`src/rtl/alu_pkg.sv`:
```
// Shared ALU definitions: logic-unit function codes and result flag layout.
package alu_pkg;

    // Logic unit function select codes
    localparam logic [2:0] LOGIC_AND  = 3'b000;
    localparam logic [2:0] LOGIC_OR   = 3'b001;
    localparam logic [2:0] LOGIC_NAND = 3'b010;
    localparam logic [2:0] LOGIC_NOR  = 3'b011;
    localparam logic [2:0] LOGIC_XOR  = 3'b100;
    localparam logic [2:0] LOGIC_XNOR = 3'b101;
    localparam logic [2:0] LOGIC_NOT  = 3'b110;
    localparam logic [2:0] LOGIC_PASS = 3'b111;

    // Flag vector layout, shared with the arithmetic unit
    localparam int unsigned FLAG_W      = 2;
    localparam int unsigned FLAG_PARITY = 0;
    localparam int unsigned FLAG_ZERO   = 1;

endpackage

```
`src/rtl/logic_pipe_stage.sv`:
```
// One valid/ready register slice; accepts whenever empty or draining.
module logic_pipe_stage #(
    parameter int unsigned WIDTH = 18
) (
    input  logic             clk,
    input  logic             rst,
    input  logic             in_valid,
    output logic             in_ready,
    input  logic [WIDTH-1:0] in_data,
    output logic             out_valid,
    input  logic             out_ready,
    output logic [WIDTH-1:0] out_data
);

    logic             valid_q;
    logic [WIDTH-1:0] data_q;

    assign in_ready  = !valid_q || out_ready;
    assign out_valid = valid_q;
    assign out_data  = data_q;

    // Load on accept, clear when drained with nothing behind, otherwise hold
    always_ff @(posedge clk or posedge rst) begin
        if (rst) begin
            valid_q <= 1'b0;
            data_q  <= '0;
        end else if (in_ready) begin
            valid_q <= in_valid;
            if (in_valid) begin
                data_q <= in_data;
            end
        end
    end

endmodule

```
`src/rtl/logic_unit_pipe.sv`:
```
// Pipelined 8-function logic unit with zero/parity flags and valid/ready flow control.
module logic_unit_pipe
    import alu_pkg::*;
#(
    parameter int unsigned DATA_WIDTH  = 16,
    parameter int unsigned PIPE_STAGES = 2
) (
    input  logic                  clk,
    input  logic                  rst,
    input  logic [DATA_WIDTH-1:0] in1,
    input  logic [DATA_WIDTH-1:0] in2,
    input  logic [2:0]            logic_fun,
    input  logic                  in_valid,
    output logic                  in_ready,
    output logic [DATA_WIDTH-1:0] logic_out,
    output logic                  out_valid,
    input  logic                  out_ready,
    output logic                  out_zero,
    output logic                  out_parity
);

    localparam int unsigned PW = DATA_WIDTH + FLAG_W;

    if (PIPE_STAGES < 1) begin : g_bad_stages
        $error("logic_unit_pipe: PIPE_STAGES must be at least 1");
    end

    logic [DATA_WIDTH-1:0] result;
    logic [FLAG_W-1:0]     flags;
    logic [PW-1:0]         payload_in;
    logic                  tail_valid;
    logic [PW-1:0]         tail_data;

    // Function decode and flag generation ahead of stage 0
    always_comb begin
        result = '0;
        case (logic_fun)
            LOGIC_AND:  result = in1 & in2;
            LOGIC_OR:   result = in1 | in2;
            LOGIC_NAND: result = ~(in1 & in2);
            LOGIC_NOR:  result = ~(in1 | in2);
            LOGIC_XOR:  result = in1 ^ in2;
            LOGIC_XNOR: result = ~(in1 ^ in2);
            LOGIC_NOT:  result = ~in1;
            LOGIC_PASS: result = in1;
            default:    result = '0;
        endcase
        flags              = '0;
        flags[FLAG_ZERO]   = (result == '0);
        flags[FLAG_PARITY] = ^result;
        payload_in         = {result, flags};
    end

    // Each generate block owns its upstream/downstream handshake signals so the
    // ready chain is a set of distinct nets rather than one self-referencing vector.
    for (genvar k = 0; k < PIPE_STAGES; k++) begin : g_stage
        logic          up_valid;
        logic          up_ready;
        logic [PW-1:0] up_data;
        logic          dn_valid;
        logic          dn_ready;
        logic [PW-1:0] dn_data;

        logic_pipe_stage #(.WIDTH(PW)) u_stage (
            .clk       (clk),
            .rst       (rst),
            .in_valid  (up_valid),
            .in_ready  (up_ready),
            .in_data   (up_data),
            .out_valid (dn_valid),
            .out_ready (dn_ready),
            .out_data  (dn_data)
        );

        if (k == 0) begin : g_head
            assign up_valid = in_valid;
            assign up_data  = payload_in;
            assign in_ready = up_ready;
        end else begin : g_link
            assign up_valid = g_stage[k-1].dn_valid;
            assign up_data  = g_stage[k-1].dn_data;
        end

        if (k == PIPE_STAGES - 1) begin : g_tail
            assign dn_ready   = out_ready;
            assign tail_valid = dn_valid;
            assign tail_data  = dn_data;
        end else begin : g_mid
            assign dn_ready = g_stage[k+1].up_ready;
        end
    end

    // Present the last stage, forcing data and flags to zero while idle
    always_comb begin
        out_valid  = tail_valid;
        logic_out  = '0;
        out_zero   = 1'b0;
        out_parity = 1'b0;
        if (tail_valid) begin
            logic_out  = tail_data[PW-1:FLAG_W];
            out_zero   = tail_data[FLAG_ZERO];
            out_parity = tail_data[FLAG_PARITY];
        end
    end

endmodule

```
`config.mk`:
```
export PLATFORM = sky130hd
export DESIGN_NAME = logic_unit_pipe
export DESIGN_NICKNAME = d
export VERILOG_FILES = /design/src/rtl/alu_pkg.sv /design/src/rtl/logic_pipe_stage.sv /design/src/rtl/logic_unit_pipe.sv
export SDC_FILE = /design/constraint.sdc
export NUM_CORES = 1
export LEC_CHECK = 0
export ABC_AREA = 1
export BUFFER_PORTS_ARGS = -buffer_cell sky130_fd_sc_hd__clkbuf_2
export CAP_MARGIN = 20
export CORE_AREA = 2 2 108 110
export DETAILED_ROUTE_END_ITERATION = 8
export DIE_AREA = 0 0 110 112
export GPL_TIMING_DRIVEN = 1
export SYNTH_ARGS = -nofsm -noshare
export SYNTH_HDL_FRONTEND = slang
export SYNTH_SLANG_ARGS = --single-unit
```
`constraint.sdc`:
```
create_clock -name clk -period 2.7 [get_ports clk]
set_clock_uncertainty 0.1 [all_clocks]
set_input_delay 0.27 -clock clk [delete_from_list [all_inputs] [get_ports clk]]
set_output_delay 0.27 -clock clk [all_outputs]
set_load 0.01 [all_outputs]
```
==> insert_results.sql, run 1 <==
INSERT INTO impl_metrics (metric_group, metric, value, unit) VALUES
('status', 'outcome', 'finished, violations left', ''),
('status', 'violations_in_the_final_reports', 'hold timing', ''),
('power', 'combinationalPowerShare', '39.4', '%'),
('global_routing', 'grt_pass1_wl', '16.40', 'mm'),
('global_routing', 'initial_antenna_violation_count', '0', ''),
('detailed_routing', 'vias', '3784', ''),
('clocking', 'number_of_buffers_inserted_during_clock_tree_synthesis', '5', ''),
('logic_synthesis', 'avgSynthCellArea', '6.603', 'µm²'),
('timing', 'timing.final.setup_violations', '0', ''),
('clocking', 'worst_setup_hold_path_clk_slew', '50', 'ps'),
('placement', 'place_congestion', '0.8421', ''),
('detailed_routing', 'detail_route.vias_per_cell', '4.895', ''),
('timing', 'rsz0062_at_grt', 'no', ''),
('cells_and_area', 'layout.cells.most_common', 'nand2_1', ''),
('placement', 'place_hpwl', '7.306', 'mm'),
('setup_path', 'worst-path-max-fanout', '24', ''),
('global_routing', 'grt_pass1_vias', '3514', ''),
('clocking', 'cts_sinks', '38', ''),
('placement', 'dpl-instance-area', '4277', 'µm²'),
('timing', 'fin_worst_hold_slack', '-21.21', 'ps'),
('power', 'vdd_drop_max', '389.7', 'µV'),
('cells_and_area', 'nets_finish', '708', ''),
('timing', 'worst-slew-pin-transition', '753.4', 'ps'),
('setup_path', 'cp-startpoint', 'logic_fun[1]', ''),
('timing', 'fin_setup_tns', '0', 'ps'),
('power', 'seq_power_share', '33.9', '%'),
('placement', 'placedCellCount', '765', ''),
('setup_path', 'crit_path_end', 'g_stage[0].u_stage.out_data[0]', ''),
('global_routing', 'grt_start_max_net_pins', '41', ''),
('setup_path', 'setup.reg_to_reg.worst_slack', '620', 'ps'),
('detailed_routing', 'postRouteAntennaNets', '0', ''),
('detailed_routing', 'drc_errors', '0', ''),
('power', 'power.net_switching', '0.0008282', 'W'),
('placement', 'buffer_ports.inserted', '58', ''),
('power', 'leakagePower', '2.717', 'nW'),
('clocking', 'cts_max_level', '2', ''),
('global_routing', 'grt-ovfl-total', '0', ''),
('floorplan', 'fp.dieH', '112', 'µm'),
('setup_path', 'type_of_the_setup_path_with_the_least_slack', 'in2reg', ''),
('clocking', 'clock_tree.root_cell', 'clkbuf_16', ''),
('setup_path', 'cpMostUsedCell', 'nand2_1', ''),
('timing', 'final_hold_viol_count', '38', ''),
('clocking', 'cts-hold-fix-buffers', '0', ''),
('cells_and_area', 'final_cell_mix', 'nand2_1 (183), inv_1 (84), nand3_1 (66)', ''),
('floorplan', 'start_util', '34.27', '%'),
('power', 'power.share.clock', '26.7', '%'),
('detailed_routing', 'route.detailed.wl_per_inst', '12.45', 'µm'),
('setup_path', 'worstReg2RegStart', 'g_stage[1].u_stage.out_valid', ''),
('setup_path', 'worst-endpoint-arrival', '2330', 'ps'),
('setup_path', 'length_in_cells_of_the_worst_reg_to_reg_path', '7', ''),
('logic_synthesis', 'yosysSeqAreaShare', '24.83', '%'),
('setup_path', 'max_stage_delay', '330', 'ps'),
('logic_synthesis', 'synth_nets', '659', ''),
('clocking', 'cts_tree', 'yes', ''),
('logic_synthesis', 'syn_inst_count', '580', ''),
('setup_path', 'start_kind', 'primary input', ''),
('clocking', 'clk-insertion-delay-late', '270', 'ps'),
('logic_synthesis', 'synth.ff_latch_count', '38', ''),
('detailed_routing', 'initialDrtViolationCount', '192', ''),
('power', 'power_report.internal_total', '0.001566', 'W'),
('timing', 'slew-limit-headroom', '49.65', '%'),
('floorplan', 'fp.coreArea', '11170', 'µm²'),
('setup_path', 'regToRegEndpoint', 'g_stage[0].u_stage.out_data[13]', ''),
('detailed_routing', 'totalWireLength', '9.627', 'mm'),
('timing', 'final.min_clock_period', '2270', 'ps'),
('job', 'max-cap-violations', '0', ''),
('cells_and_area', 'finalNonFillerCells', '773', ''),
('timing', 'final_max_slew_viol_count', '0', ''),
('setup_path', 'timing.critical_path.to_type', 'flip-flop', ''),
('setup_path', 'cp.required', '2760', 'ps'),
('power', 'power.density', '539.4', 'nW/µm²');
-- area by class of cell --
type                    instances  area (µm²)
clock buffers                   7       132.6
clock inverters                 1       30.03
fillers                      1214        6735
inverters                      88       330.3
multi-input cells             419        2384
flip-flops and latches         38       950.9
well taps                     143       178.9
repair buffers                 77       432.9
-- power groups by stage --
stage               registers (W)  logic, W  clock network [W]
floorplan                0.000794  0.000691                  0
global placement         0.000816  0.000936                  0
detailed placement       0.000822  0.000953                  0
CTS                      0.000812  0.000955           0.000654
global route             0.000834   0.00109           0.000673
finish                   0.000811  0.000944           0.000640
-- registers in the layout (all words and copies together) (netlist names) --
register,cells
g_stage.u_stage.out_data,36
g_stage.u_stage.out_valid,2
-- cell families (layout without fill, tap and decap cells) --
kind of cell | after synthesis | after routing | synth area share [%]
AO/OA/AOI/OAI | 2 | 2 | 0.3266
adder cells (fa/ha/maj) | 40 | 40 | 13.07
buffers and inverters | 123 | 173 | 12.94
multiplexers | 18 | 18 | 5.292
XOR/XNOR | 8 | 8 | 1.829
flip-flops | 38 | 38 | 24.83
AND/OR/NAND/NOR | 351 | 351 | 41.72
-- metal layers --
layer | up-vias | share of wire [%] | global-route usage, % | wire length (µm)
met3 | 7 | 4.7 | 1.639 | 455
met1 | 1738 | 50 | 24.14 | 4845
met4 | 0 | 0.84 | 3.797 | 81
met5 | - | 0 | 0 | 0
li1 | 1954 | - | - | -
met2 | 85 | 44 | 25.15 | 4244
-- worst max-delay path: cells and delay by family --
kind / cells / cell delay [ps]
simple gates: 11 / 870
fa+ha+maj: 1 / 330
buf+inv: 3 / 630
xor+xnor: 1 / 230
-- cells in the mapped netlist, drive strengths merged --
library cell	n	area [µm²]
buf	27	135.1
clkbuf	8	30.03
clkinv	1	3.750
dfrtp	38	950.9
ha	40	500.5
inv	87	326.6
mux2	18	202.7
nand2	184	693.2
nand3	66	330.3
nand3b	16	120.1
nand4	50	312.8
nor2	35	141.4
o21ai	1	5.000
o31ai	1	7.510
xnor2	4	35.03
xor2	4	35.03
-- how the worst min path moves through the flow --
stage	to	slack (ps)	depth (start not counted)
5_1_grt	g_stage[1].u_stage.out_data[14]	40	3
4_1_cts	g_stage[1].u_stage.out_data[15]	2	3
2_1_floorplan	g_stage[0].u_stage.out_data[0]	350	2
6_report	g_stage[1].u_stage.out_data[13]	-20	3
3_5_place_dp	g_stage[1].u_stage.out_data[14]	290	3
3_3_place_gp	g_stage[1].u_stage.out_data[15]	290	3
-- stage by stage --
step                      hold slack (ps)  util, %  power, W  setup WS, ps
after floorplan                     345.2        -  0.001485         586.5
after global placement              290.1    38.27  0.001753         166.6
after detailed placement            290.8    38.27  0.001775         151.7
after CTS                           2.354    39.73  0.002421         440.1
after global routing                35.47    39.73  0.002596         223.6
final                              -21.21    39.73  0.002395         430.4
Power figures use the tool's default switching activity.
==> run 2: changes to the inputs <==
==> constraint.sdc (replaced) <==
create_clock -name clk -period 2.1 [get_ports clk]
set_clock_uncertainty 0.1 [all_clocks]
set_input_delay 0.21 -clock clk [delete_from_list [all_inputs] [get_ports clk]]
set_output_delay 0.21 -clock clk [all_outputs]
set_load 0.01 [all_outputs]
==> insert_results.sql, run 2 (synthesis results as in run 1) <==
INSERT INTO impl_metrics (metric_group, metric, value, unit) VALUES
('status', 'outcome', 'complete, no violations', ''),
('detailed_routing', 'postRouteAntennaNets', '0', ''),
('setup_path', 'cpMostUsedCell', 'nand2_1', ''),
('cells_and_area', 'finish.utilization', '44.55', '%'),
('power', 'power_report.internal_total', '0.002026', 'W'),
('setup_path', 'type_of_the_setup_path_with_the_least_slack', 'in2reg', ''),
('setup_path', 'timing.critical_path.to_type', 'flip-flop', ''),
('cells_and_area', 'area_of_combinational_cells_with_multiple_inputs', '2436', 'µm²'),
('clocking', 'cts_max_level', '2', ''),
('hold_path', 'hold_path.class', 'in2reg', ''),
('setup_path', 'cp.required', '2170', 'ps'),
('setup_path', 'worst-path-max-fanout', '24', ''),
('detailed_routing', 'drc_errors', '0', ''),
('placement', 'preCtsSetupSlack', '-224.0', 'ps'),
('global_routing', 'grt_pass1_vias', '3858', ''),
('timing', 'fmaxAchievable', '0.5177', 'GHz'),
('timing', 'timing.final.setup_violations', '0', ''),
('detailed_routing', 'vias', '3949', ''),
('global_routing', 'grt-ovfl-total', '0', ''),
('floorplan', 'fp.dieH', '112', 'µm'),
('timing', 'final_max_slew_viol_count', '0', ''),
('timing', 'final.min_clock_period', '1932', 'ps'),
('global_routing', 'grt_start_max_net_pins', '43', ''),
('power', 'power.net_switching', '0.001112', 'W'),
('timing', 'fin_setup_tns', '0', 'ps'),
('power', 'combinationalPowerShare', '44.1', '%'),
('clocking', 'worst_setup_hold_path_clk_slew', '50', 'ps'),
('placement', 'place_congestion', '0.8229', ''),
('cells_and_area', 'nFillCells', '1145', ''),
('power', 'power.share.clock', '22.7', '%'),
('placement', 'placedCellCount', '819', ''),
('detailed_routing', 'route.detailed.wl_per_inst', '11.88', 'µm'),
('detailed_routing', 'tritonroute_pass_1_iters', '4', ''),
('cells_and_area', 'drive_above_1_share', '24.38', '%'),
('global_routing', 'initial_antenna_violation_count', '0', ''),
('floorplan', 'die_span_in_x', '110', 'µm'),
('power', 'switching_share', '35.44', '%'),
('clocking', 'clock_tree.root_cell', 'clkbuf_16', ''),
('setup_path', 'worst-endpoint-arrival', '2000', 'ps'),
('job', 'max-cap-violations', '0', ''),
('clocking', 'post_cts.repair.setup_buffers', '0', ''),
('floorplan', 'die-area', '12320', 'µm²'),
('cells_and_area', 'area_growth_syn_to_layout', '29.99', '%'),
('setup_path', 'timing.critical_path.buf_inv', '3', ''),
('clocking', 'number_of_buffers_inserted_during_clock_tree_synthesis', '5', ''),
('clocking', 'cts_sinks', '38', ''),
('timing', 'rsz0062_at_grt', 'no', ''),
('placement', 'buffer_ports.inserted', '58', ''),
('floorplan', 'rows', '39', ''),
('setup_path', 'start_kind', 'primary input', ''),
('power', 'power.density', '630.4', 'nW/µm²'),
('clocking', 'cts_tree', 'yes', ''),
('power', 'seq_power_share', '33.2', '%'),
('cells_and_area', 'nets_finish', '763', ''),
('setup_path', 'worst_path_max_delay_cell', 'ha_1', ''),
('cells_and_area', 'final_cell_mix', 'nand2_1 (183), inv_1 (84), nand3_1 (66)', ''),
('detailed_routing', 'initialDrtViolationCount', '165', ''),
('timing', 'timing.final.crit_share', '91.99', '%'),
('detailed_routing', 'detail_route.vias_per_cell', '4.769', ''),
('timing', 'final_hold_viol_count', '0', ''),
('cells_and_area', 'finalNonFillerCells', '828', ''),
('clocking', 'clk_path_buf_depth', '2', ''),
('global_routing', 'grt_util_all_layers', '16.78', '%'),
('setup_path', 'path_delay_family', 'simple AND/OR/NAND/NOR gates', ''),
('floorplan', 'fp.coreArea', '11170', 'µm²'),
('setup_path', 'max_stage_delay', '340', 'ps'),
('power', 'vdd_drop_max', '355.5', 'µV'),
('detailed_routing', 'totalWireLength', '9.837', 'mm'),
('floorplan', 'start_util', '34.27', '%'),
('timing', 'worst-slew-pin-transition', '499.3', 'ps'),
('cells_and_area', 'n_antenna_cell', '0', ''),
('cells_and_area', 'largest_register_ffs', '36', ''),
('global_routing', 'grt_pass1_wl', '17.12', 'mm'),
('clocking', 'clk-insertion-delay-late', '280', 'ps'),
('power', 'leakagePower', '3.010', 'nW'),
('setup_path', 'worstPathCellList', 'buf_2 -> inv_2 -> nor2_4 -> buf_12 -> nand3_1 -> nand2_1 -> nor2_1 -> nand2_1 -> nand2_1 -> ha_1 -> xnor2_1 -> nand2_1 -> nand2_1 -> nand2_1 -> nand3_1 -> nand2_1', ''),
('cells_and_area', 'final-seq-area', '950.9', 'µm²'),
('timing', 'finalWorstSetupSlack', '168.2', 'ps'),
('timing', 'slew-limit-headroom', '66.50', '%'),
('floorplan', 'io-pin-count', '59', ''),
('placement', 'place_hpwl', '7.563', 'mm'),
('cells_and_area', 'layout.cells.most_common', 'nand2_1', '');
## run 2: changes by cell type in the layout (fill, tap and decap cells not counted), sizes merged
cell / change
buf: +55
bufinv: -1
dlygate4sd3: +1
clkbuf: -2
clkinv: +2
## run 2: metal layers
layer | vias up | routed length (µm) | GRT usage [%]
met2 | 96 | 4430 | 26.83
li1 | 2069 | - | -
met5 | - | 0 | 0
met1 | 1773 | 4825 | 23.60
met4 | 0 | 93 | 4.557
met3 | 11 | 487 | 2.225
## run 2: timing repair
| item | in CTS | in global routing |
|---|---|---|
| hold buffers | 1 | 0 |
| setup endpoints to repair | 0 | 1 |
| hold endpoints to repair | 38 | 0 |
| gates resized for setup | 0 | 15 |
## run 2: layout make-up
| cell class | instances | share of cell area [%] |
|---|---|---|
| multi-input cells | 419 | 48.93 |
| flip-flops and latches | 38 | 19.10 |
| repair buffers | 132 | 18.82 |
| inverters | 88 | 6.685 |
| well taps | 143 | 3.594 |
| clock buffers | 6 | 2.589 |
| clock inverters | 2 | 0.2765 |
## run 2: worst paths after layout
check,slack (ps),cells past startpoint,end,startpoint
min reg2reg,370,2,g_stage[0].u_stage.out_data[15],g_stage[0].u_stage.out_data[15]
max reg2reg,440,5,g_stage[0].u_stage.out_data[13],g_stage[1].u_stage.out_valid
max in group asynchronous,1100,4,g_stage[1].u_stage.out_data[5],rst
max,170,16,g_stage[0].u_stage.out_data[0],logic_fun[1]
min in group asynchronous,460,4,g_stage[1].u_stage.out_data[14],rst
min,110,4,g_stage[1].u_stage.out_valid,out_ready
## run 2: per-stage QoR
| stage | area (µm²) | power, W | hold slack [ps] |
|---|---|---|---|
| floorplan | 3830 | 0.001909 | 287.7 |
| global placement | 4757 | 0.002369 | 226.8 |
| detailed placement | 4757 | 0.002405 | 224.2 |
| CTS | 4910 | 0.003134 | 104.4 |
| global route | 4979 | 0.003411 | 125.0 |
| finish | 4979 | 0.003138 | 112.5 |
## run 2: power by group through the flow
stage                     Combinational (W)  Sequential [W]  Clock, W
after detailed placement            0.00135         0.00106         0
final                               0.00138         0.00104  0.000713
after floorplan                    0.000888         0.00102         0
after CTS                           0.00136         0.00104  0.000733
after global routing                0.00157         0.00107  0.000768
after global placement              0.00132         0.00105         0
## run 2: worst register-to-register path, stage by stage (launching register included)
cell and delay (ps):
dfrtp_1 350, nand3_1 130, nand2_1 140, clkinv_1 430, nand3_1 320, nand2_1 70
==> run 3: changes to the inputs <==
--- a/config.mk
+++ b/config.mk
@@ -8,10 +8,11 @@
 export ABC_AREA = 1
 export BUFFER_PORTS_ARGS = -buffer_cell sky130_fd_sc_hd__clkbuf_2
 export CAP_MARGIN = 20
-export CORE_AREA = 2 2 108 110
+export CORE_AREA = 5 5 94 96
 export DETAILED_ROUTE_END_ITERATION = 8
-export DIE_AREA = 0 0 110 112
+export DIE_AREA = 0 0 99 101
 export GPL_TIMING_DRIVEN = 1
+export PLACE_DENSITY = 0.7
 export SYNTH_ARGS = -nofsm -noshare
 export SYNTH_HDL_FRONTEND = slang
 export SYNTH_SLANG_ARGS = --single-unit
==> insert_results.sql, run 3 (synthesis results as in run 1) <==
INSERT INTO impl_metrics (metric_group, metric, value, unit) VALUES
('floorplan', 'fp.coreArea', '7969', 'µm²'),
('status', 'outcome', 'complete, no violations', ''),
('clocking', 'worst_setup_hold_path_clk_slew', '70', 'ps'),
('global_routing', 'grt_start_max_net_pins', '49', ''),
('cells_and_area', 'area_growth_syn_to_layout', '27.61', '%'),
('detailed_routing', 'm1_wl', '4.418', 'mm'),
('detailed_routing', 'drc_errors', '0', ''),
('cells_and_area', 'n_antenna_cell', '0', ''),
('cells_and_area', 'largest_register_ffs', '36', ''),
('power', 'vdd_drop_max', '296.1', 'µV'),
('clocking', 'cts_tree', 'yes', ''),
('timing', 'worst-slew-pin-transition', '481.3', 'ps'),
('setup_path', 'worst-path-max-fanout', '16', ''),
('detailed_routing', 'met3RoutedLength', '535', 'µm'),
('setup_path', 'worst_path_max_delay_cell', 'ha_4', ''),
('clocking', 'clk_path_buf_depth', '2', ''),
('global_routing', 'grt_util_all_layers', '18.98', '%'),
('cells_and_area', 'drive_above_1_share', '24.44', '%'),
('detailed_routing', 'totalWireLength', '9.542', 'mm'),
('floorplan', 'die-area', '9999', 'µm²'),
('setup_path', 'timing.critical_path.buf_inv', '3', ''),
('floorplan', 'start_util', '48.06', '%'),
('setup_path', 'cp.required', '2170', 'ps'),
('floorplan', 'fp.dieH', '101', 'µm'),
('placement', 'place_hpwl', '7.014', 'mm'),
('clocking', 'number_of_buffers_inserted_during_clock_tree_synthesis', '5', ''),
('detailed_routing', 'postRouteAntennaNets', '0', ''),
('job', 'max-cap-violations', '0', ''),
('cells_and_area', 'final_cell_mix', 'nand2_1 (183), inv_1 (84), nand3_1 (66)', ''),
('setup_path', 'type_of_the_setup_path_with_the_least_slack', 'in2reg', ''),
('global_routing', 'grt_pass1_vias', '3683', ''),
('setup_path', 'cpMostUsedCell', 'nand2_1', ''),
('timing', 'slew-limit-headroom', '67.72', '%'),
('placement', 'place_congestion', '0.8228', ''),
('clocking', 'clock_tree.root_cell', 'clkbuf_8', ''),
('cells_and_area', 'layout.cells.most_common', 'nand2_1', ''),
('detailed_routing', 'highest-signal-layer', 'met4', ''),
('detailed_routing', 'tritonroute_pass_1_iters', '4', ''),
('setup_path', 'worstReg2RegStart', 'g_stage[1].u_stage.out_valid', ''),
('detailed_routing', 'detail_route.vias_per_cell', '5.101', ''),
('placement', 'buffer_ports.inserted', '58', ''),
('global_routing', 'initial_antenna_violation_count', '0', ''),
('timing', 'timing.final.crit_share', '93.86', '%'),
('timing', 'final_max_slew_viol_count', '0', ''),
('power', 'power.density', '629.0', 'nW/µm²'),
('setup_path', 'max_stage_delay', '310', 'ps'),
('clocking', 'cts_sinks', '38', ''),
('clocking', 'cts_max_level', '2', ''),
('floorplan', 'die_span_in_x', '99', 'µm'),
('setup_path', 'worst-endpoint-arrival', '2040', 'ps'),
('setup_path', 'path_delay_family', 'simple AND/OR/NAND/NOR gates', ''),
('clocking', 'clk-insertion-delay-late', '280', 'ps'),
('placement', 'dpl-instance-area', '4604', 'µm²'),
('timing', 'timing.final.setup_violations', '0', ''),
('setup_path', 'worstPathCellList', 'clkbuf_2 -> buf_4 -> nor2_4 -> buf_12 -> nand3b_1 -> nand2_1 -> nor2_1 -> nand2_1 -> nand2_1 -> ha_4 -> xor2_2 -> nand2_1 -> nand2_1 -> nand2_1 -> nand3_1 -> nand2_1', ''),
('setup_path', 'start_kind', 'primary input', ''),
('detailed_routing', 'route.detailed.wl_per_inst', '12.30', 'µm'),
('hold_path', 'hold_path.class', 'in2reg', ''),
('global_routing', 'grt-ovfl-total', '0', ''),
('timing', 'final.min_clock_period', '1971', 'ps'),
('power', 'leakagePower', '2.947', 'nW'),
('hold_path', 'timing.hold.worst.start', 'out_ready', ''),
('clocking', 'post_cts.repair.setup_buffers', '0', ''),
('floorplan', 'rows', '33', ''),
('detailed_routing', 'vias', '3958', ''),
('setup_path', 'cp-startpoint', 'logic_fun[1]', ''),
('cells_and_area', 'post-route-cell-area', '4887', 'µm²'),
('timing', 'final_hold_viol_count', '0', ''),
('detailed_routing', 'met2RoutedLength', '4.518', 'mm'),
('detailed_routing', 'initialDrtViolationCount', '212', ''),
('timing', 'fin_worst_hold_slack', '89.06', 'ps'),
('global_routing', 'grt_pass1_wl', '16.19', 'mm'),
('floorplan', 'io-pin-count', '59', ''),
('setup_path', 'timing.critical_path.to_type', 'flip-flop', ''),
('cells_and_area', 'finish.utilization', '61.33', '%'),
('timing', 'fmaxAchievable', '0.5074', 'GHz'),
('cells_and_area', 'nets_finish', '749', '');
## run 3: cell count changes in the layout (fill, tap and decap cells not counted), moves of 2 or more
cell       before  now
buf_4          64   51
clkbuf_16       5    0
clkbuf_2       56   58
clkbuf_8        0    8
ha_1           38   32
ha_4            2    8
xnor2_1         3    1
xnor2_2         1    3
xor2_1          3    1
xor2_2          1    3
## run 3: worst register-to-register path, cell delays in order (launching register included)
cell	delay [ps]
dfrtp_1	390
nand3_1	150
nand2_1	150
clkinv_1	410
nand3_1	280
nand2_1	80
## run 3: routing by layer
metal	vias to the layer above	track usage, %
met3	6	1.661
met5	-	0
met1	1791	26.29
li1	2043	-
met4	0	3.782
met2	118	32.44
## run 3: power breakdown
part | total, W | internal, W | switching, W
combinational | 0.00147 | 0.000700 | 0.000769
sequential | 0.00104 | 0.000936 | 0.000106
clock | 0.000564 | 0.000331 | 0.000233
## run 3: worst paths after layout
| check | depth (start not counted) | slack [ps] | to |
|---|---|---|---|
| max in group asynchronous | 4 | 1120 | g_stage[0].u_stage.out_data[10] |
| min in group asynchronous | 4 | 450 | g_stage[1].u_stage.out_data[16] |
| worst min-delay path | 4 | 90 | g_stage[1].u_stage.out_valid |
| worst min register to register | 2 | 390 | g_stage[0].u_stage.out_data[17] |
| worst max register to register | 5 | 420 | g_stage[0].u_stage.out_data[12] |
| worst max-delay path | 16 | 130 | g_stage[0].u_stage.out_data[0] |
## run 3: layout make-up
cell class	instances	area, µm²
fill	755	3082
sequential	38	950.9
clock buffer	8	110.1
multi-input combinational	419	2536
tap	105	131.4
inverter	88	332.8
timing repair buffer	118	825.8
## run 3: what timing repair did
| item | in CTS | in global routing |
|---|---|---|
| resized for setup | 0 | 20 |
| endpoints found under the hold margin | 38 | 0 |
| hold buffers | 1 | 0 |
| endpoints found under the setup margin | 0 | 1 |
## run 3: metrics by stage
step / power, W / setup TNS, ps / worst slack (ps) / instances
global route: 0.003329 / -3.075 / -3.075 / 776
CTS: 0.002957 / 0 / 152.5 / 776
floorplan: 0.001909 / 0 / 46.47 / 580
finish: 0.003074 / 0 / 129.0 / 776
global placement: 0.002328 / -131.2 / -131.2 / 767
detailed placement: 0.002380 / -155.2 / -155.2 / 767
